--- config.mk ---
export PLATFORM = sky130hd
export DESIGN_NAME = mem_port_arbiter
export DESIGN_NICKNAME = d
export VERILOG_FILES = /design/src/rtl/mem_port_arbiter_pkg.sv /design/src/rtl/mem_port_arbiter_rr_pick.sv /design/src/rtl/mem_port_arbiter.sv
export SDC_FILE = /design/constraint.sdc
export NUM_CORES = 1
export LEC_CHECK = 0
export BUFFER_PORTS_ARGS = -buffer_cell sky130_fd_sc_hd__clkbuf_2
export CELL_PAD_IN_SITES_DETAIL_PLACEMENT = 1
export CELL_PAD_IN_SITES_GLOBAL_PLACEMENT = 1
export CORE_MARGIN = 8
export CORE_UTILIZATION = 43
export DETAILED_ROUTE_END_ITERATION = 7
export GPL_TIMING_DRIVEN = 0
export PLACE_DENSITY = 0.86
export SETUP_SLACK_MARGIN = 0.5
export SLEW_MARGIN = 15
export SYNTH_ARGS = -nofsm -noshare
export SYNTH_HDL_FRONTEND = slang
export SYNTH_SLANG_ARGS = --single-unit
--- constraint.sdc ---
create_clock -name clk -period 2.41 [get_ports clk]
set_input_delay 0.723 -clock clk [delete_from_list [all_inputs] [get_ports clk]]
set_output_delay 0.723 -clock clk [all_outputs]
set_load 0.01 [all_outputs]
--- src/rtl/mem_port_arbiter_pkg.sv ---
// Shared definitions for the shared-port arbiters: requester count, index width
// and the two-state grant FSM encoding.
package arb_pkg;

  localparam int N_REQ = 4;
  localparam int IDXW  = 2;

  typedef enum logic {
    S_IDLE  = 1'b0,
    S_GRANT = 1'b1
  } arb_state_e;

endpackage

--- src/rtl/mem_port_arbiter_rr_pick.sv ---
// Round-robin pick: first set request scanning ptr+1, ptr+2, ... ptr (mod N_REQ).
// Purely combinational so any shared-resource arbiter can reuse it.
module rr_pick
  import arb_pkg::*;
(
  input  logic [N_REQ-1:0] req,
  input  logic [IDXW-1:0]  ptr,
  output logic             any,
  output logic [IDXW-1:0]  idx
);

  // Scan from the farthest candidate back to the nearest so the nearest set bit wins.
  always_comb begin
    any = 1'b0;
    idx = ptr;
    for (int k = N_REQ; k >= 1; k--) begin
      if (req[IDXW'(int'(ptr) + k)]) begin
        any = 1'b1;
        idx = IDXW'(int'(ptr) + k);
      end
    end
  end

endmodule

--- src/rtl/mem_port_arbiter.sv ---
// Round-robin arbiter for the shared 32-bit port: holds a grant until ack,
// withdraw or watchdog timeout, and drives the 4:1 mux select.
module mem_port_arbiter
  import arb_pkg::*;
#(
  parameter int TIMEOUT = 16,
  parameter int CW      = 8
) (
  input  logic             clk,
  input  logic             reset,
  input  logic [N_REQ-1:0] req,
  input  logic             ack,
  output logic [N_REQ-1:0] grant,
  output logic [IDXW-1:0]  sel,
  output logic             busy,
  output logic             timeout_err,
  output logic [IDXW-1:0]  err_id,
  output arb_state_e       state_dbg
);

  // Handshake: req[i] is a level held until the requester sees grant[i] and its
  // transfer completes (ack) or it gives up (drops req[i]); ack is a one-cycle
  // pulse that only counts while a grant is active.

  localparam logic [CW-1:0] CNT_LAST = CW'(TIMEOUT - 1);

  arb_state_e       state_q, state_d;
  logic [N_REQ-1:0] grant_q, grant_d;
  logic [IDXW-1:0]  sel_q, sel_d;
  logic [IDXW-1:0]  ptr_q, ptr_d;
  logic [CW-1:0]    cnt_q, cnt_d;
  logic             err_q, err_d;
  logic [IDXW-1:0]  err_id_q, err_id_d;

  logic [IDXW-1:0]  pick_ptr;
  logic             pick_any;
  logic [IDXW-1:0]  pick_idx;
  logic             release_now;

  // While granted, sel_q is the grantee and becomes the new last-served pointer
  // on release, so the next pick can be computed in the same cycle.
  assign pick_ptr = (state_q == S_GRANT) ? sel_q : ptr_q;

  rr_pick u_pick (
    .req (req),
    .ptr (pick_ptr),
    .any (pick_any),
    .idx (pick_idx)
  );

  assign release_now = ack || !req[sel_q] || (cnt_q == CNT_LAST);

  always_comb begin
    state_d  = state_q;
    grant_d  = grant_q;
    sel_d    = sel_q;
    ptr_d    = ptr_q;
    cnt_d    = cnt_q;
    err_d    = 1'b0;
    err_id_d = err_id_q;
    unique case (state_q)
      S_IDLE: begin
        if (pick_any) begin
          state_d = S_GRANT;
          grant_d = N_REQ'(1) << pick_idx;
          sel_d   = pick_idx;
          cnt_d   = '0;
        end
      end
      S_GRANT: begin
        if (release_now) begin
          ptr_d = sel_q;
          if (!ack && req[sel_q]) begin
            err_d    = 1'b1;
            err_id_d = sel_q;
          end
          if (pick_any) begin
            grant_d = N_REQ'(1) << pick_idx;
            sel_d   = pick_idx;
            cnt_d   = '0;
          end else begin
            state_d = S_IDLE;
            grant_d = '0;
          end
        end else if (cnt_q != CNT_LAST) begin
          cnt_d = cnt_q + 1'b1;
        end
      end
      default: state_d = S_IDLE;
    endcase
  end

  always_ff @(posedge clk or posedge reset) begin
    if (reset) begin
      state_q  <= S_IDLE;
      grant_q  <= '0;
      sel_q    <= '0;
      ptr_q    <= IDXW'(N_REQ - 1);
      cnt_q    <= '0;
      err_q    <= 1'b0;
      err_id_q <= '0;
    end else begin
      state_q  <= state_d;
      grant_q  <= grant_d;
      sel_q    <= sel_d;
      ptr_q    <= ptr_d;
      cnt_q    <= cnt_d;
      err_q    <= err_d;
      err_id_q <= err_id_d;
    end
  end

  assign grant       = grant_q;
  assign sel         = sel_q;
  assign busy        = |grant_q;
  assign timeout_err = err_q;
  assign err_id      = err_id_q;
  assign state_dbg   = state_q;

`ifndef SYNTHESIS
  a_grant_onehot0: assert property (@(posedge clk) disable iff (reset) $onehot0(grant_q));
  a_busy_matches: assert property (@(posedge clk) disable iff (reset) busy == (|grant_q));
  a_sel_granted: assert property (@(posedge clk) disable iff (reset) busy |-> grant_q[sel_q]);
  a_cnt_bound: assert property (@(posedge clk) disable iff (reset) cnt_q <= CNT_LAST);
`endif

endmodule

### After elaboration in Yosys (flattened, before gate mapping)

Index checks and enable logic that the tools add are counted.
Widths: inputs -> output; s select.

* bits in latches: 0
* input bits: 7
* output and inout bits: 11
* word-level logic and storage cells: 73
* bits in writable memories: 0
* ROM bits: 0
* register bits after elaboration: 20
* memories kept: 0

* reductions and logical operators: 9
* mux-type cells: 40
* equality and inequality tests: 5
* divide/modulo/power cells: 0
* multiply operators: 0
* shift operators: 1
* bitwise logic cells: 1
* magnitude comparators: 5
* add/subtract/negate cells: 5

Operators by type and width (number)
* $mux 8: 3
* $mux 1: 18
* $lt 2x4->1 const B: 4
* $pmux 8 s2: 1
* $mux 2: 7
* $mux 4: 3
* $bmux 1 s2: 5
* $add 8x1->8 const B: 1
* $eq 8x4->1 const B: 1
* $ne 8x4->1 const B: 1
* $pmux 4 s2: 1
* $add 2x1->2 const B: 2
* $add 2x2->2 const B: 2
* $pmux 2 s2: 1
* $reduce_and 2->1: 2
* $reduce_or 4->1: 1
* $shl 1x2->4 const A: 1
* $lt 2x3->1 const B: 1
* $ne 3x1->1 const B: 1
* $reduce_and 3->1: 1
* $logic_not 1->1: 2
* $logic_or 1x1->1: 2
* $ne 2x1->1 const B: 1
* $ne 2x2->1 const B: 1
* other kinds (3): 3

### Depth between registers and ports, before layout

* depth in word-level cells: 13
* depth in mapped cells: 6
* gate-level depth less buffers: 5

### Cells and area by module

A second synthesis with hierarchy kept.

* cells, all modules: 108
* area, all modules: 1131.1 um^2

By module, submodules not included
* mem_port_arbiter: area each 1048.5 um^2, sequential area each 503.0 um^2, cells an instance 94, times used 1
* rr_pick: area each 82.6 um^2, sequential area each 0.0 um^2, cells an instance 14, times used 1

### Worst setup path before layout

No wires, ideal clock.

* path kind: input port to flip-flop
* from: input req[0]
* to: register sel_q[0] (netlist: sel[0])
* path slack: 0.583 ns
* setup time: 0.128 ns
* arrival: 1.699 ns
* stages: 4
* data required time: 2.282 ns
* buffers on the path: 0
* cells stage by stage: mux2_4 > o2bb2ai_2 > a21oi_1 > mux2_1

* longest elaborated chain between the ends: 10
* elaborated cells on any way between the ends: 29
* those cells by class: eq/ne: 1; mux: 25; reduce/logical: 3

RTL lines
* start: declaration: RTL line mem_port_arbiter.sv:11 `input logic [N_REQ-1:0] req,`
* $bmux 1 s2: RTL line mem_port_arbiter_rr_pick.sv:17 `if (req[IDXW'(int'(ptr) + k)]) begin`
* $mux 1 (implied by the code) (2 in a row): RTL line mem_port_arbiter_rr_pick.sv:17
* $mux 2 or $mux 1 (tied branches) (4 in a row): RTL line mem_port_arbiter_rr_pick.sv:17
* $mux 2: RTL line mem_port_arbiter.sv:63, mem_port_arbiter.sv:77
* $mux 2: RTL line mem_port_arbiter.sv:71 `if (release_now) begin`
* $pmux 2 s2: RTL line mem_port_arbiter.sv:61 `unique case (state_q)`
* end signal: assignment: RTL line mem_port_arbiter.sv:105 `sel_q <= sel_d;`
* end: declaration: RTL line mem_port_arbiter.sv:29 `logic [IDXW-1:0] sel_q, sel_d;`

Parallel ways exist; a longest one is shown, timed or not. The select of a mux whose other input is x is not followed.
A chain may end at the register's enable or synchronous reset.

### Worst setup path in the final report

* from: register sel_q[1] (netlist: sel[1])
* to: output sel[1]

RTL lines
* end: declaration: RTL line mem_port_arbiter.sv:14 `output logic [IDXW-1:0] sel,`

No word-level cell between the ends.

==> summary.txt <==
Outcome
  – Outcome: completed

Synthesis
  – EDFF count, synth: 0
  – Syn Nets: about 120
  – Synth Register Bits: 20
  – Synth top area cells: dfrtp_1, dfstp_2, a22o_1
  – Synth cell count leaders: dfrtp_1, inv_1, nor2_1
  – Post-Synthesis Cells: 108
  – Most common cell in the netlist: dfrtp_1
  – Seq/Total Area, Yosys: 42.4%
  – Synth Warn #: 0
  – Primary FF master, synth: dfrtp_1
  – Top cell type's share of synthesized area: a little under two fifths
  – Post-synth top area cell: dfrtp_1
  – Post-synth ARST share: between 90% and 100%
  – Distinct cells, synth: 42
  – Syn_area_per_cell: ~11 um^2
  – Post-Syn Area: approximately 1200 um^2

GRT
  – GRT overflow: 0
  – First-pass GRT wire length: roughly 5000 um
  – Antenna violations before repair: 0
  – Largest net degree at the start of global routing: 21
  – Vias in the first global route: ~1100
  – Total Routing Usage GR: between 10% and 20%

Clock tree
  – Deepest clock path buffer count: 2
  – Root Driver: clkbuf_4
  – CTS tree: yes
  – Clock-pin transition on the worst setup and hold timing paths: 0.12 ns
  – CTS H-tree lvls: 1
  – Post-CTS setup buffers: 0
  – Post-CTS Hold Buffers: 0
  – Total CTS buffers: 3
  – CTS Sinks: 20
  – Post-CTS sizing: 0
  – Clk_lat worst skew: ~0.31 ns

Worst setup path
  – Crit path from: sel[1]
  – CP cell instances: clkbuf_2
  – Crit path required time: about 1.7 ns
  – FF-to-FF setup slack: between 0.6 and 0.7 ns
  – Stages on worst setup path: 1
  – Crit path DAT: between 1 and 1.5 ns
  – Slowest-stage cell, CP: dfrtp_1
  – Crit path max fanout: 8
  – R2r startpoint: cnt_q[0]
  – Crit path kind: flip-flop to output port
  – Family with the most delay on the worst path: flip-flops
  – Setup crit end: sel[1]
  – WP buf/inv: 1
  – Critical path endpoint category: output port
  – Slowest Stage Delay on Critical Path: between 0.5 and 0.6 ns
  – Startpoint Class: flip-flop
  – R2R depth: 6
  – R2R Path End: ptr_q[1]

Placed design
  – GPL Wtd Cong: roughly 0.8
  – Number of instances in the placed design: approximately 160
  – Detailed Place HPWL: ~2200 um
  – Port bufs: 17

Floorplanning
  – I/O pins: 18
  – Die W: just under 70 um
  – Initial Util: between 40% and 50%
  – CORE AREA: about 2700 um^2
  – Total die area: approximately 4700 um^2
  – Row Count: 19
  – Die height: ~69 um

STA
  – Final Hold Viols: 0
  – Rel. slew slack: 50.0%
  – Achievable Freq: between 500 and 600 MHz
  – Final Setup Violations: 0
  – RSZ-0062 raised after global routing: false
  – Worst slew pin tran: 0.749 ns
  – Setup TNS: 0 ns
  – Period utilisation layout: 74.8%
  – Final Skew: 0.00674 ns
  – Worst hold slack: ~0.49 ns
  – Final Critical Period: roughly 1.8 ns
  – Slew Viols, Final: 0

Pwr
  – Maximum VDD drop: about 0.74 mV
  – Pwr dens: slightly above 1000 nW/um^2
  – Pleak: 0.639 nW

Detailed routing
  – # DRC: 0
  – Routed WL: slightly below 3000 um
  – DRT Pass-1 Iters: 4
  – Antenna-violating nets left: 0
  – Drt initial violations: 22
  – Via density per instance: ~6.0
  – Total number of vias: about 960
  – Wire per inst: ~18 um

Finish
  – Layout cell share with drive strength beyond 1: approximately a third
  – Layout Area Growth over Synthesis: 15.7%
  – Fill cell count: slightly above 300
  – Layout Cells excl Fill: 160
  – Final core occ: between 50 and 60%
  – Nets: between 100 and 150
  – Antenna diode count: 0

Job
  – Max-cap violation count: 0

Hold path
  – Min-Delay Path Class: input port to asynchronous set/reset pin
[layout by cell type, fill, tap and decap left out, types with 4 or more instances in the layout]
cell      netlist  final
nor2_1          7      7
inv_1          10     10
a22o_1          6      6
o32ai_1         4      4
dfrtp_1        18     17
nand3_1         4      4
nand2_1         4      4
o31ai_1         4      4
nor3_1          4      4
clkbuf_2        0     17
[how the worst min path moves through the flow]
stage | endpoint | slack, ns | depth (start not counted)
2_1_floorplan | cnt_q[0] | 0.48 | 1
3_5_place_dp | cnt_q[0] | 0.51 | 1
4_1_cts | cnt_q[1] | 0.53 | 2
3_3_place_gp | err_id[0] | 0.49 | 1
6_report | cnt_q[1] | 0.49 | 2
5_1_grt | cnt_q[0] | 0.54 | 1
[registers in the layout (all words and copies together) (netlist names)]
name	count
cnt_q	8
err_id	2
grant	4
ptr_q	2
sel	2
state_dbg	1
timeout_err	1
[cell type report]
| type | count | area (um^2) | share of cell area, % |
|---|---|---|---|
| Multi-Input combinational cell | 76 | 639 | 46.6 |
| Sequential cell | 20 | 504 | 36.7 |
| Timing Repair Buffer | 17 | 85.1 | 6.20 |
| Tap cell | 31 | 38.8 | 2.83 |
| Inverter | 10 | 37.5 | 2.73 |
| Clock inverter | 1 | 30.0 | 2.19 |
| Clock buffer | 3 | 22.5 | 1.64 |
| Buffer | 2 | 15.0 | 1.09 |
[per-layer routing]
layer	track usage, %	vias to the layer above	share of wire, %
li1	-	450	-
met1	17.1	477	44
met2	23.1	25	50
met3	2.75	7	3.6
met4	5.37	0	1.9
met5	0	-	0
[cell families after synthesis]
group           after synthesis  synth area share, %
compound gates               33                 25.0
fa+ha+maj                     1                 1.05
buf+inv                      12                 4.43
flops                        20                 42.4
mux                          10                 11.3
simple gates                 32                 15.8
[power breakdown]
part	switching, W	leakage, nW	internal [W]	total [W]
combinational	0.000318	0.354	0.000288	0.000606
sequential	0.0000903	0.258	0.000422	0.000513
clock	0.000113	0.0279	0.000168	0.000281
total	0.000521	0.639	0.000879	0.00140
[stage by stage]
step / cell area [um^2] / power, W / worst slack, ns
after floorplan: 1190 / 0.000937 / 0.583
after global placement: 1310 / 0.00107 / 0.374
after detailed placement: 1310 / 0.00111 / 0.336
after CTS: 1360 / 0.00139 / 0.505
after global routing: 1370 / 0.00148 / 0.521
final: 1370 / 0.00140 / 0.607
(Power assumes the default switching activity.)
